### config.mk
export PLATFORM = sky130hd
export DESIGN_NAME = vx_tcache_serializer_flat
export DESIGN_NICKNAME = d
export VERILOG_FILES = /design/src/rtl/vx_tcache_serializer_if.sv /design/src/rtl/vx_tcache_serializer.sv /design/src/flat_wrapper.sv
export SDC_FILE = /design/constraint.sdc
export NUM_CORES = 1
export LEC_CHECK = 0
export ABC_AREA = 1
export ABC_CLOCK_PERIOD_IN_PS = 6900
export CORE_AREA = 3 3 231 233
export DETAILED_ROUTE_END_ITERATION = 10
export DIE_AREA = 0 0 234 236
export GPL_TIMING_DRIVEN = 0
export PLACE_DENSITY = 0.66
export SYNTH_ARGS = -nofsm -noshare
export SYNTH_HDL_FRONTEND = slang
export SYNTH_SLANG_ARGS = --single-unit
### constraint.sdc
create_clock -name clk -period 6.9 [get_ports clk]
set_input_delay 0.69 -clock clk [delete_from_list [all_inputs] [get_ports clk]]
set_output_delay 0.69 -clock clk [all_outputs]
set_load 0.005 [all_outputs]
### src/rtl/vx_tcache_serializer_if.sv
// Texture-cache serializer bus: the warp-wide core request/response side and the
// single-lane texture-cache side, grouped so the serializer takes one port.
interface vx_tcache_serializer_if #(
  parameter int NUM_REQS   = 4,
  parameter int ADDR_WIDTH = 30,
  parameter int DATA_WIDTH = 32,
  parameter int TAG_WIDTH  = 16
);
  localparam int LANE_BITS    = $clog2(NUM_REQS);
  localparam int BYTEEN_WIDTH = DATA_WIDTH / 8;

  logic [NUM_REQS-1:0]                    core_req_valid;
  logic [NUM_REQS-1:0]                    core_req_rw;
  logic [NUM_REQS-1:0][BYTEEN_WIDTH-1:0]  core_req_byteen;
  logic [NUM_REQS-1:0][ADDR_WIDTH-1:0]    core_req_addr;
  logic [NUM_REQS-1:0][DATA_WIDTH-1:0]    core_req_data;
  logic [NUM_REQS-1:0][TAG_WIDTH-1:0]     core_req_tag;
  logic [NUM_REQS-1:0]                    core_req_ready;

  logic                                   core_rsp_valid;
  logic [NUM_REQS-1:0]                    core_rsp_tmask;
  logic [NUM_REQS-1:0][DATA_WIDTH-1:0]    core_rsp_data;
  logic [TAG_WIDTH-1:0]                   core_rsp_tag;
  logic                                   core_rsp_ready;

  logic                                   mem_req_valid;
  logic                                   mem_req_rw;
  logic [BYTEEN_WIDTH-1:0]                mem_req_byteen;
  logic [ADDR_WIDTH-1:0]                  mem_req_addr;
  logic [DATA_WIDTH-1:0]                  mem_req_data;
  logic [LANE_BITS-1:0]                   mem_req_tag;
  logic                                   mem_req_ready;

  logic                                   mem_rsp_valid;
  logic [DATA_WIDTH-1:0]                  mem_rsp_data;
  logic [LANE_BITS-1:0]                   mem_rsp_tag;
  logic                                   mem_rsp_ready;

  modport slave (
    input  core_req_valid, core_req_rw, core_req_byteen, core_req_addr,
           core_req_data, core_req_tag, core_rsp_ready,
           mem_req_ready, mem_rsp_valid, mem_rsp_data, mem_rsp_tag,
    output core_req_ready, core_rsp_valid, core_rsp_tmask, core_rsp_data,
           core_rsp_tag, mem_req_valid, mem_req_rw, mem_req_byteen,
           mem_req_addr, mem_req_data, mem_req_tag, mem_rsp_ready
  );

  modport master (
    output core_req_valid, core_req_rw, core_req_byteen, core_req_addr,
           core_req_data, core_req_tag, core_rsp_ready,
           mem_req_ready, mem_rsp_valid, mem_rsp_data, mem_rsp_tag,
    input  core_req_ready, core_rsp_valid, core_rsp_tmask, core_rsp_data,
           core_rsp_tag, mem_req_valid, mem_req_rw, mem_req_byteen,
           mem_req_addr, mem_req_data, mem_req_tag, mem_rsp_ready
  );
endinterface

### src/rtl/vx_tcache_serializer.sv
// Serializes one warp-wide texture-cache request into per-lane cache accesses and
// merges the out-of-order per-lane read responses back into a single warp response.
module vx_tcache_serializer #(
  parameter int NUM_REQS   = 4,
  parameter int ADDR_WIDTH = 30,
  parameter int DATA_WIDTH = 32,
  parameter int TAG_WIDTH  = 16
) (
  input  logic clk,
  input  logic reset,
  vx_tcache_serializer_if.slave bus
);
  localparam int LANE_BITS    = $clog2(NUM_REQS);
  localparam int BYTEEN_WIDTH = DATA_WIDTH / 8;

  typedef enum logic [1:0] {S_IDLE, S_SEND, S_WAIT, S_RSP} state_t;

  state_t r_state;
  state_t w_next_state;

  logic [NUM_REQS-1:0]                   r_send_mask;
  logic [NUM_REQS-1:0]                   r_rd_mask;
  logic [NUM_REQS-1:0]                   r_pending;
  logic [NUM_REQS-1:0]                   r_rw;
  logic [NUM_REQS-1:0][BYTEEN_WIDTH-1:0] r_byteen;
  logic [NUM_REQS-1:0][ADDR_WIDTH-1:0]   r_addr;
  logic [NUM_REQS-1:0][DATA_WIDTH-1:0]   r_data;
  logic [NUM_REQS-1:0][DATA_WIDTH-1:0]   r_buf;
  logic [TAG_WIDTH-1:0]                  r_tag;

  logic                 w_accept;
  logic                 w_send_fire;
  logic                 w_rsp_fire;
  logic [LANE_BITS-1:0] w_send_idx;
  logic [NUM_REQS-1:0]  w_send_next;
  logic [NUM_REQS-1:0]  w_pending_next;

  function automatic logic [LANE_BITS-1:0] lowest_idx(input logic [NUM_REQS-1:0] m);
    lowest_idx = '0;
    for (int i = NUM_REQS - 1; i >= 0; i--) begin
      if (m[i]) lowest_idx = LANE_BITS'(i);
    end
  endfunction

  // Post-update masks: the next-state decision must see this cycle's send and response.
  always_comb begin
    w_accept       = (r_state == S_IDLE) && !reset && (|bus.core_req_valid);
    w_send_idx     = lowest_idx(r_send_mask);
    w_send_fire    = (r_state == S_SEND) && bus.mem_req_ready;
    w_rsp_fire     = ((r_state == S_SEND) || (r_state == S_WAIT)) &&
                     bus.mem_rsp_valid && r_pending[bus.mem_rsp_tag];
    w_send_next    = r_send_mask;
    w_pending_next = r_pending;
    if (w_send_fire) w_send_next[w_send_idx] = 1'b0;
    if (w_rsp_fire) w_pending_next[bus.mem_rsp_tag] = 1'b0;
  end

  always_ff @(posedge clk) begin
    if (reset) r_state <= S_IDLE;
    else       r_state <= w_next_state;
  end

  always_comb begin
    w_next_state = r_state;
    case (r_state)
      S_IDLE: if (w_accept) w_next_state = S_SEND;
      S_SEND: begin
        if (w_send_next == '0) begin
          if (w_pending_next != '0)  w_next_state = S_WAIT;
          else if (r_rd_mask != '0)  w_next_state = S_RSP;
          else                       w_next_state = S_IDLE;
        end
      end
      S_WAIT: if (w_pending_next == '0) w_next_state = S_RSP;
      S_RSP:  if (bus.core_rsp_ready) w_next_state = S_IDLE;
      default: w_next_state = S_IDLE;
    endcase
  end

  always_ff @(posedge clk) begin
    if (reset) begin
      r_send_mask <= '0;
      r_rd_mask   <= '0;
      r_pending   <= '0;
      r_buf       <= '0;
    end else if (w_accept) begin
      r_send_mask <= bus.core_req_valid;
      r_rd_mask   <= bus.core_req_valid & ~bus.core_req_rw;
      r_pending   <= bus.core_req_valid & ~bus.core_req_rw;
      r_buf       <= '0;
    end else begin
      r_send_mask <= w_send_next;
      r_pending   <= w_pending_next;
      if (w_rsp_fire) r_buf[bus.mem_rsp_tag] <= bus.mem_rsp_data;
    end
  end

  // Lane payload only matters while its send bit is set, so it needs no reset.
  always_ff @(posedge clk) begin
    if (w_accept) begin
      r_rw     <= bus.core_req_rw;
      r_byteen <= bus.core_req_byteen;
      r_addr   <= bus.core_req_addr;
      r_data   <= bus.core_req_data;
      r_tag    <= bus.core_req_tag[lowest_idx(bus.core_req_valid)];
    end
  end

  always_comb begin
    bus.core_req_ready = '0;
    bus.core_rsp_valid = 1'b0;
    bus.mem_req_valid  = 1'b0;
    bus.mem_rsp_ready  = 1'b0;
    bus.core_rsp_tmask = r_rd_mask;
    bus.core_rsp_tag   = r_tag;
    for (int i = 0; i < NUM_REQS; i++) begin
      bus.core_rsp_data[i] = r_rd_mask[i] ? r_buf[i] : '0;
    end
    bus.mem_req_rw     = r_rw[w_send_idx];
    bus.mem_req_byteen = r_byteen[w_send_idx];
    bus.mem_req_addr   = r_addr[w_send_idx];
    bus.mem_req_data   = r_data[w_send_idx];
    bus.mem_req_tag    = w_send_idx;
    if (!reset) begin
      case (r_state)
        S_IDLE: bus.core_req_ready = '1;
        S_SEND: begin
          bus.mem_req_valid = 1'b1;
          bus.mem_rsp_ready = 1'b1;
        end
        S_WAIT: bus.mem_rsp_ready = 1'b1;
        S_RSP:  bus.core_rsp_valid = 1'b1;
        default: ;
      endcase
    end
  end

  // A response for a lane that is not outstanding is dropped by the capture logic.
  a_rsp_pending: assert property (@(posedge clk) disable iff (reset)
    (bus.mem_rsp_valid && bus.mem_rsp_ready) |-> r_pending[bus.mem_rsp_tag]);

endmodule
### src/flat_wrapper.sv
// flat-port wrapper written by rule: the top's interface ports become plain ports
module vx_tcache_serializer_flat 
#(
  parameter int NUM_REQS   = 4,
  parameter int ADDR_WIDTH = 30,
  parameter int DATA_WIDTH = 32,
  parameter int TAG_WIDTH  = 16
)
  (clk, reset, bus_core_req_valid, bus_core_req_rw, bus_core_req_byteen, bus_core_req_addr, bus_core_req_data, bus_core_req_tag, bus_core_rsp_ready, bus_mem_req_ready, bus_mem_rsp_valid, bus_mem_rsp_data, bus_mem_rsp_tag, bus_core_req_ready, bus_core_rsp_valid, bus_core_rsp_tmask, bus_core_rsp_data, bus_core_rsp_tag, bus_mem_req_valid, bus_mem_req_rw, bus_mem_req_byteen, bus_mem_req_addr, bus_mem_req_data, bus_mem_req_tag, bus_mem_rsp_ready);
  vx_tcache_serializer_if #(.NUM_REQS(NUM_REQS), .ADDR_WIDTH(ADDR_WIDTH), .DATA_WIDTH(DATA_WIDTH), .TAG_WIDTH(TAG_WIDTH)) bus_i ();
  input  logic clk;
  input  logic reset;
  input wire logic [$bits(bus_i.core_req_valid)-1:0] bus_core_req_valid;
  input wire logic [$bits(bus_i.core_req_rw)-1:0] bus_core_req_rw;
  input wire logic [$bits(bus_i.core_req_byteen)-1:0] bus_core_req_byteen;
  input wire logic [$bits(bus_i.core_req_addr)-1:0] bus_core_req_addr;
  input wire logic [$bits(bus_i.core_req_data)-1:0] bus_core_req_data;
  input wire logic [$bits(bus_i.core_req_tag)-1:0] bus_core_req_tag;
  input wire logic [$bits(bus_i.core_rsp_ready)-1:0] bus_core_rsp_ready;
  input wire logic [$bits(bus_i.mem_req_ready)-1:0] bus_mem_req_ready;
  input wire logic [$bits(bus_i.mem_rsp_valid)-1:0] bus_mem_rsp_valid;
  input wire logic [$bits(bus_i.mem_rsp_data)-1:0] bus_mem_rsp_data;
  input wire logic [$bits(bus_i.mem_rsp_tag)-1:0] bus_mem_rsp_tag;
  output wire logic [$bits(bus_i.core_req_ready)-1:0] bus_core_req_ready;
  output wire logic [$bits(bus_i.core_rsp_valid)-1:0] bus_core_rsp_valid;
  output wire logic [$bits(bus_i.core_rsp_tmask)-1:0] bus_core_rsp_tmask;
  output wire logic [$bits(bus_i.core_rsp_data)-1:0] bus_core_rsp_data;
  output wire logic [$bits(bus_i.core_rsp_tag)-1:0] bus_core_rsp_tag;
  output wire logic [$bits(bus_i.mem_req_valid)-1:0] bus_mem_req_valid;
  output wire logic [$bits(bus_i.mem_req_rw)-1:0] bus_mem_req_rw;
  output wire logic [$bits(bus_i.mem_req_byteen)-1:0] bus_mem_req_byteen;
  output wire logic [$bits(bus_i.mem_req_addr)-1:0] bus_mem_req_addr;
  output wire logic [$bits(bus_i.mem_req_data)-1:0] bus_mem_req_data;
  output wire logic [$bits(bus_i.mem_req_tag)-1:0] bus_mem_req_tag;
  output wire logic [$bits(bus_i.mem_rsp_ready)-1:0] bus_mem_rsp_ready;
  assign bus_i.core_req_valid = bus_core_req_valid;
  assign bus_i.core_req_rw = bus_core_req_rw;
  assign bus_i.core_req_byteen = bus_core_req_byteen;
  assign bus_i.core_req_addr = bus_core_req_addr;
  assign bus_i.core_req_data = bus_core_req_data;
  assign bus_i.core_req_tag = bus_core_req_tag;
  assign bus_i.core_rsp_ready = bus_core_rsp_ready;
  assign bus_i.mem_req_ready = bus_mem_req_ready;
  assign bus_i.mem_rsp_valid = bus_mem_rsp_valid;
  assign bus_i.mem_rsp_data = bus_mem_rsp_data;
  assign bus_i.mem_rsp_tag = bus_mem_rsp_tag;
  assign bus_core_req_ready = bus_i.core_req_ready;
  assign bus_core_rsp_valid = bus_i.core_rsp_valid;
  assign bus_core_rsp_tmask = bus_i.core_rsp_tmask;
  assign bus_core_rsp_data = bus_i.core_rsp_data;
  assign bus_core_rsp_tag = bus_i.core_rsp_tag;
  assign bus_mem_req_valid = bus_i.mem_req_valid;
  assign bus_mem_req_rw = bus_i.mem_req_rw;
  assign bus_mem_req_byteen = bus_i.mem_req_byteen;
  assign bus_mem_req_addr = bus_i.mem_req_addr;
  assign bus_mem_req_data = bus_i.mem_req_data;
  assign bus_mem_req_tag = bus_i.mem_req_tag;
  assign bus_mem_rsp_ready = bus_i.mem_rsp_ready;
  vx_tcache_serializer #(.NUM_REQS(NUM_REQS), .ADDR_WIDTH(ADDR_WIDTH), .DATA_WIDTH(DATA_WIDTH), .TAG_WIDTH(TAG_WIDTH)) u_core (.clk(clk), .reset(reset), .bus(bus_i));
endmodule
==> flow_summary.json <==
{
  "status": "finished clean",
  "ir_drop_uv": 255,
  "power_uw": 8680,
  "synth_nets": 2122,
  "io_pins": 599,
  "startpoint_type": "register",
  "yosysSeqAreaShare": 0.647,
  "worstMarginPinSlew_ns": 0.777,
  "cpPeakStageDelay_ns": 0.66,
  "hold_ws_ns": 0.460,
  "finalHoldViolations": 0,
  "die_h_um": 236,
  "critPathKind": "register to output pin",
  "cpMostUsedCell": "clkbuf_1",
  "dp_hpwl_mm": 53.8,
  "power_density_nw_per_um2": 333,
  "antenna_left": 0,
  "place_ws_ns": 2.88,
  "crit_path_end_kind": "output pin",
  "arrival_ns": 3.82,
  "layout-drive-gt1-share": 0.0465,
  "core-area_um2": 51400,
  "grt_pass1_wl_mm": 101,
  "synthCells": 1742,
  "placed_cell_area_um2": 24500,
  "rsz0062_at_grt": "no",
  "rows": 83,
  "path_cells": "nor2_2, clkbuf_1, clkbuf_1, nand3_1, o211ai_1, clkdlybuf4s50_1",
  "period_share": 0.654,
  "syn_to_final_growth_pct": 48.4,
  "max_freq_mhz": 222,
  "clock_skew_ns": 0.0162,
  "cts-resized-gates": 0,
  "cts-root-buf": "clkbuf_16",
  "dieArea_um2": 55200,
  "synth_edf_count": 284,
  "power.leakage_uw": 0.00953,
  "drt_pass1_iterations": 5,
  "wl_per_cell_um": 22.6,
  "drt_iter0_drc": 1256,
  "track_usage": 0.244,
  "yosysWarnings": 0,
  "setup_slack_ns": 2.39,
  "clk_pin_slew_ns": 0.06,
  "gp_congestion": 0.930,
  "syn_area_um2": 17600,
  "crit_family": "buffers and inverters",
  "cts_tree": "yes",
  "tns_ns": 0,
  "antenna_found_initial": 36,
  "h-tree-depth": 2,
  "ys.flop_type": "edfxtp_1",
  "nets": 2776,
  "worstPathMaxFanout": 10,
  "viasPerCell": 5.15,
  "post-route-cell-area_um2": 26100,
  "reg2regPathDepth": 10,
  "cts_sinks": 426,
  "cts_setup_buffers": 0,
  "drv_slew": 0,
  "grt_overflow_total": 0,
  "start_util": 0.342,
  "clk_latency_ns": 0.59,
  "dr_total_vias": 16100,
  "setup_violations": 0,
  "hold_class": "register to register",
  "drc_errors": 0,
  "wl_mm": 70.5,
  "die_x_um": 234,
  "min_period_ns": 4.51,
  "grt_max_degree": 47,
  "grt_pass1_vias": 16000,
  "slew_headroom": 0.482,
  "reg2reg_slack_ns": 3.71,
  "cap_viol_max_count": 0,
  "critPathLaunch": "u_core.r_send_mask[0]",
  "slowest_stage": "clkbuf_1",
  "crit_required_ns": 6.21,
  "syn-mean-instance-area_um2": 10.1,
  "cts_buffer_depth": 3,
  "critPathBufInv": 3,
  "reg2reg_to": "u_core.r_addr[17]",
  "synth_seq_cells": 426,
  "cp.depth": 6,
  "postSynth.asyncResetShare": 0,
  "io_buffers": 598,
  "cts_buffers": 47,
  "n_fill_cell": 4681,
  "cp-endpoint": "bus_mem_req_data[23]",
  "ys_types": 28,
  "holdBufCountCts": 0
}
[worst min-delay path by stage]
stage,endpoint,slack [ns],cells after the start,startpoint
detailed placement,u_core.r_buf[31],0.46,2,u_core.r_buf[31]
CTS,u_core.r_buf[111],0.46,2,u_core.r_buf[111]
finish,u_core.r_buf[111],0.46,2,u_core.r_buf[111]
global placement,u_core.r_buf[32],0.45,2,u_core.r_buf[32]
floorplan,u_core.r_buf[0],0.44,2,u_core.r_buf[0]
global route,u_core.r_buf[63],0.47,2,u_core.r_buf[63]
[tightest hold or removal path: stages, from the launching register on]
cell and delay [ns]:
dfxtp_1 0.31, nand2_1 0.06, a21oi_1 0.05
[power breakdown]
group          total [uW]  switching (uW)  internal [uW]
logic                2900            1690           1210
registers            3360             124           3230
clock network        2420            1040           1380
[layer usage]
| layer | vias to the layer above | global-route usage | routed length (um) | share of wire |
|---|---|---|---|---|
| met5 | - | 0 | 289 | 0.0041 |
| met2 | 772 | 0.413 | 33600 | 0.48 |
| met1 | 7664 | 0.279 | 25800 | 0.37 |
| met3 | 152 | 0.104 | 8620 | 0.12 |
| met4 | 44 | 0.0744 | 2200 | 0.031 |
| li1 | 7468 | - | - | - |
[sequential cells by signal (all words and copies together) (netlist names), named ones only]
signal / flops
u_core.r_pending: 4
u_core.r_data: 128
u_core.r_send_mask: 4
u_core.r_buf: 128
u_core.r_state: 1
u_core.r_byteen: 16
u_core.r_addr: 120
u_core.bus.core_rsp_tmask: 4
u_core.r_rw: 4
u_core.bus.core_rsp_tag: 16
[placed cells by master, fill, tap and decap left out, drive strengths merged]
master and n:
clkdlybuf4s50 598, nand2 290, edfxtp 284, clkbuf 181, inv 151, nand3 149
dfxtp 142, nor2 133, a21oi 132, nand4 128, o21ai 92, o211ai 67
buf 35, o32ai 17, clkinv 16, diode 14, ha 5, o22ai 3
clkinvlp 3, o31ai 1, o21a 1, nor4 1, o21bai 1, nor3 1
bufinv 1
[synthesized netlist by cell type, drive strengths merged, types with 3 or more instances]
master | instances | area share
inv | 150 | 0.032
nand3 | 149 | 0.043
nor2 | 133 | 0.029
ha | 5 | 0.0036
buf | 28 | 0.0080
nand2 | 290 | 0.062
clkbuf | 117 | 0.025
o22ai | 3 | 0.0011
o32ai | 17 | 0.0085
a21oi | 132 | 0.038
nand4 | 128 | 0.046
o21ai | 92 | 0.026
o211ai | 67 | 0.029
dfxtp | 142 | 0.16
edfxtp | 284 | 0.49
[area by class of cell]
| class | instances | area [um2] | share of cell area |
|---|---|---|---|
| multi-input cells | 1021 | 5050 | 0.194 |
| repair buffers | 605 | 6130 | 0.235 |
| plain buffers | 145 | 579 | 0.0222 |
| diodes | 14 | 35.0 | 0.00134 |
| clock buffers | 64 | 1310 | 0.0504 |
| clock inverters | 21 | 166 | 0.00639 |
| inverters | 150 | 567 | 0.0217 |
| well taps | 680 | 851 | 0.0326 |
| flip-flops and latches | 426 | 11400 | 0.436 |
[logic make-up (layout without fill, tap and decap cells)]
logic type,Yosys count,count (layout),synth area share
other,0,14,0
AND/OR/NAND/NOR,702,702,0.181
flip-flops,426,426,0.647
AO/OA/AOI/OAI,314,314,0.104
buffers and inverters,295,985,0.0650
adder cells (fa/ha/maj),5,5,0.00356
[per-stage QoR]
step / util / instances
6_report: 0.507 / 3126
5_1_grt: 0.507 / 3119
4_1_cts: 0.506 / 3112
3_5_place_dp: 0.477 / 3027
3_3_place_gp: 0.475 / 3020
2_1_floorplan: - / 1742
Power figures use the tool's default switching activity.
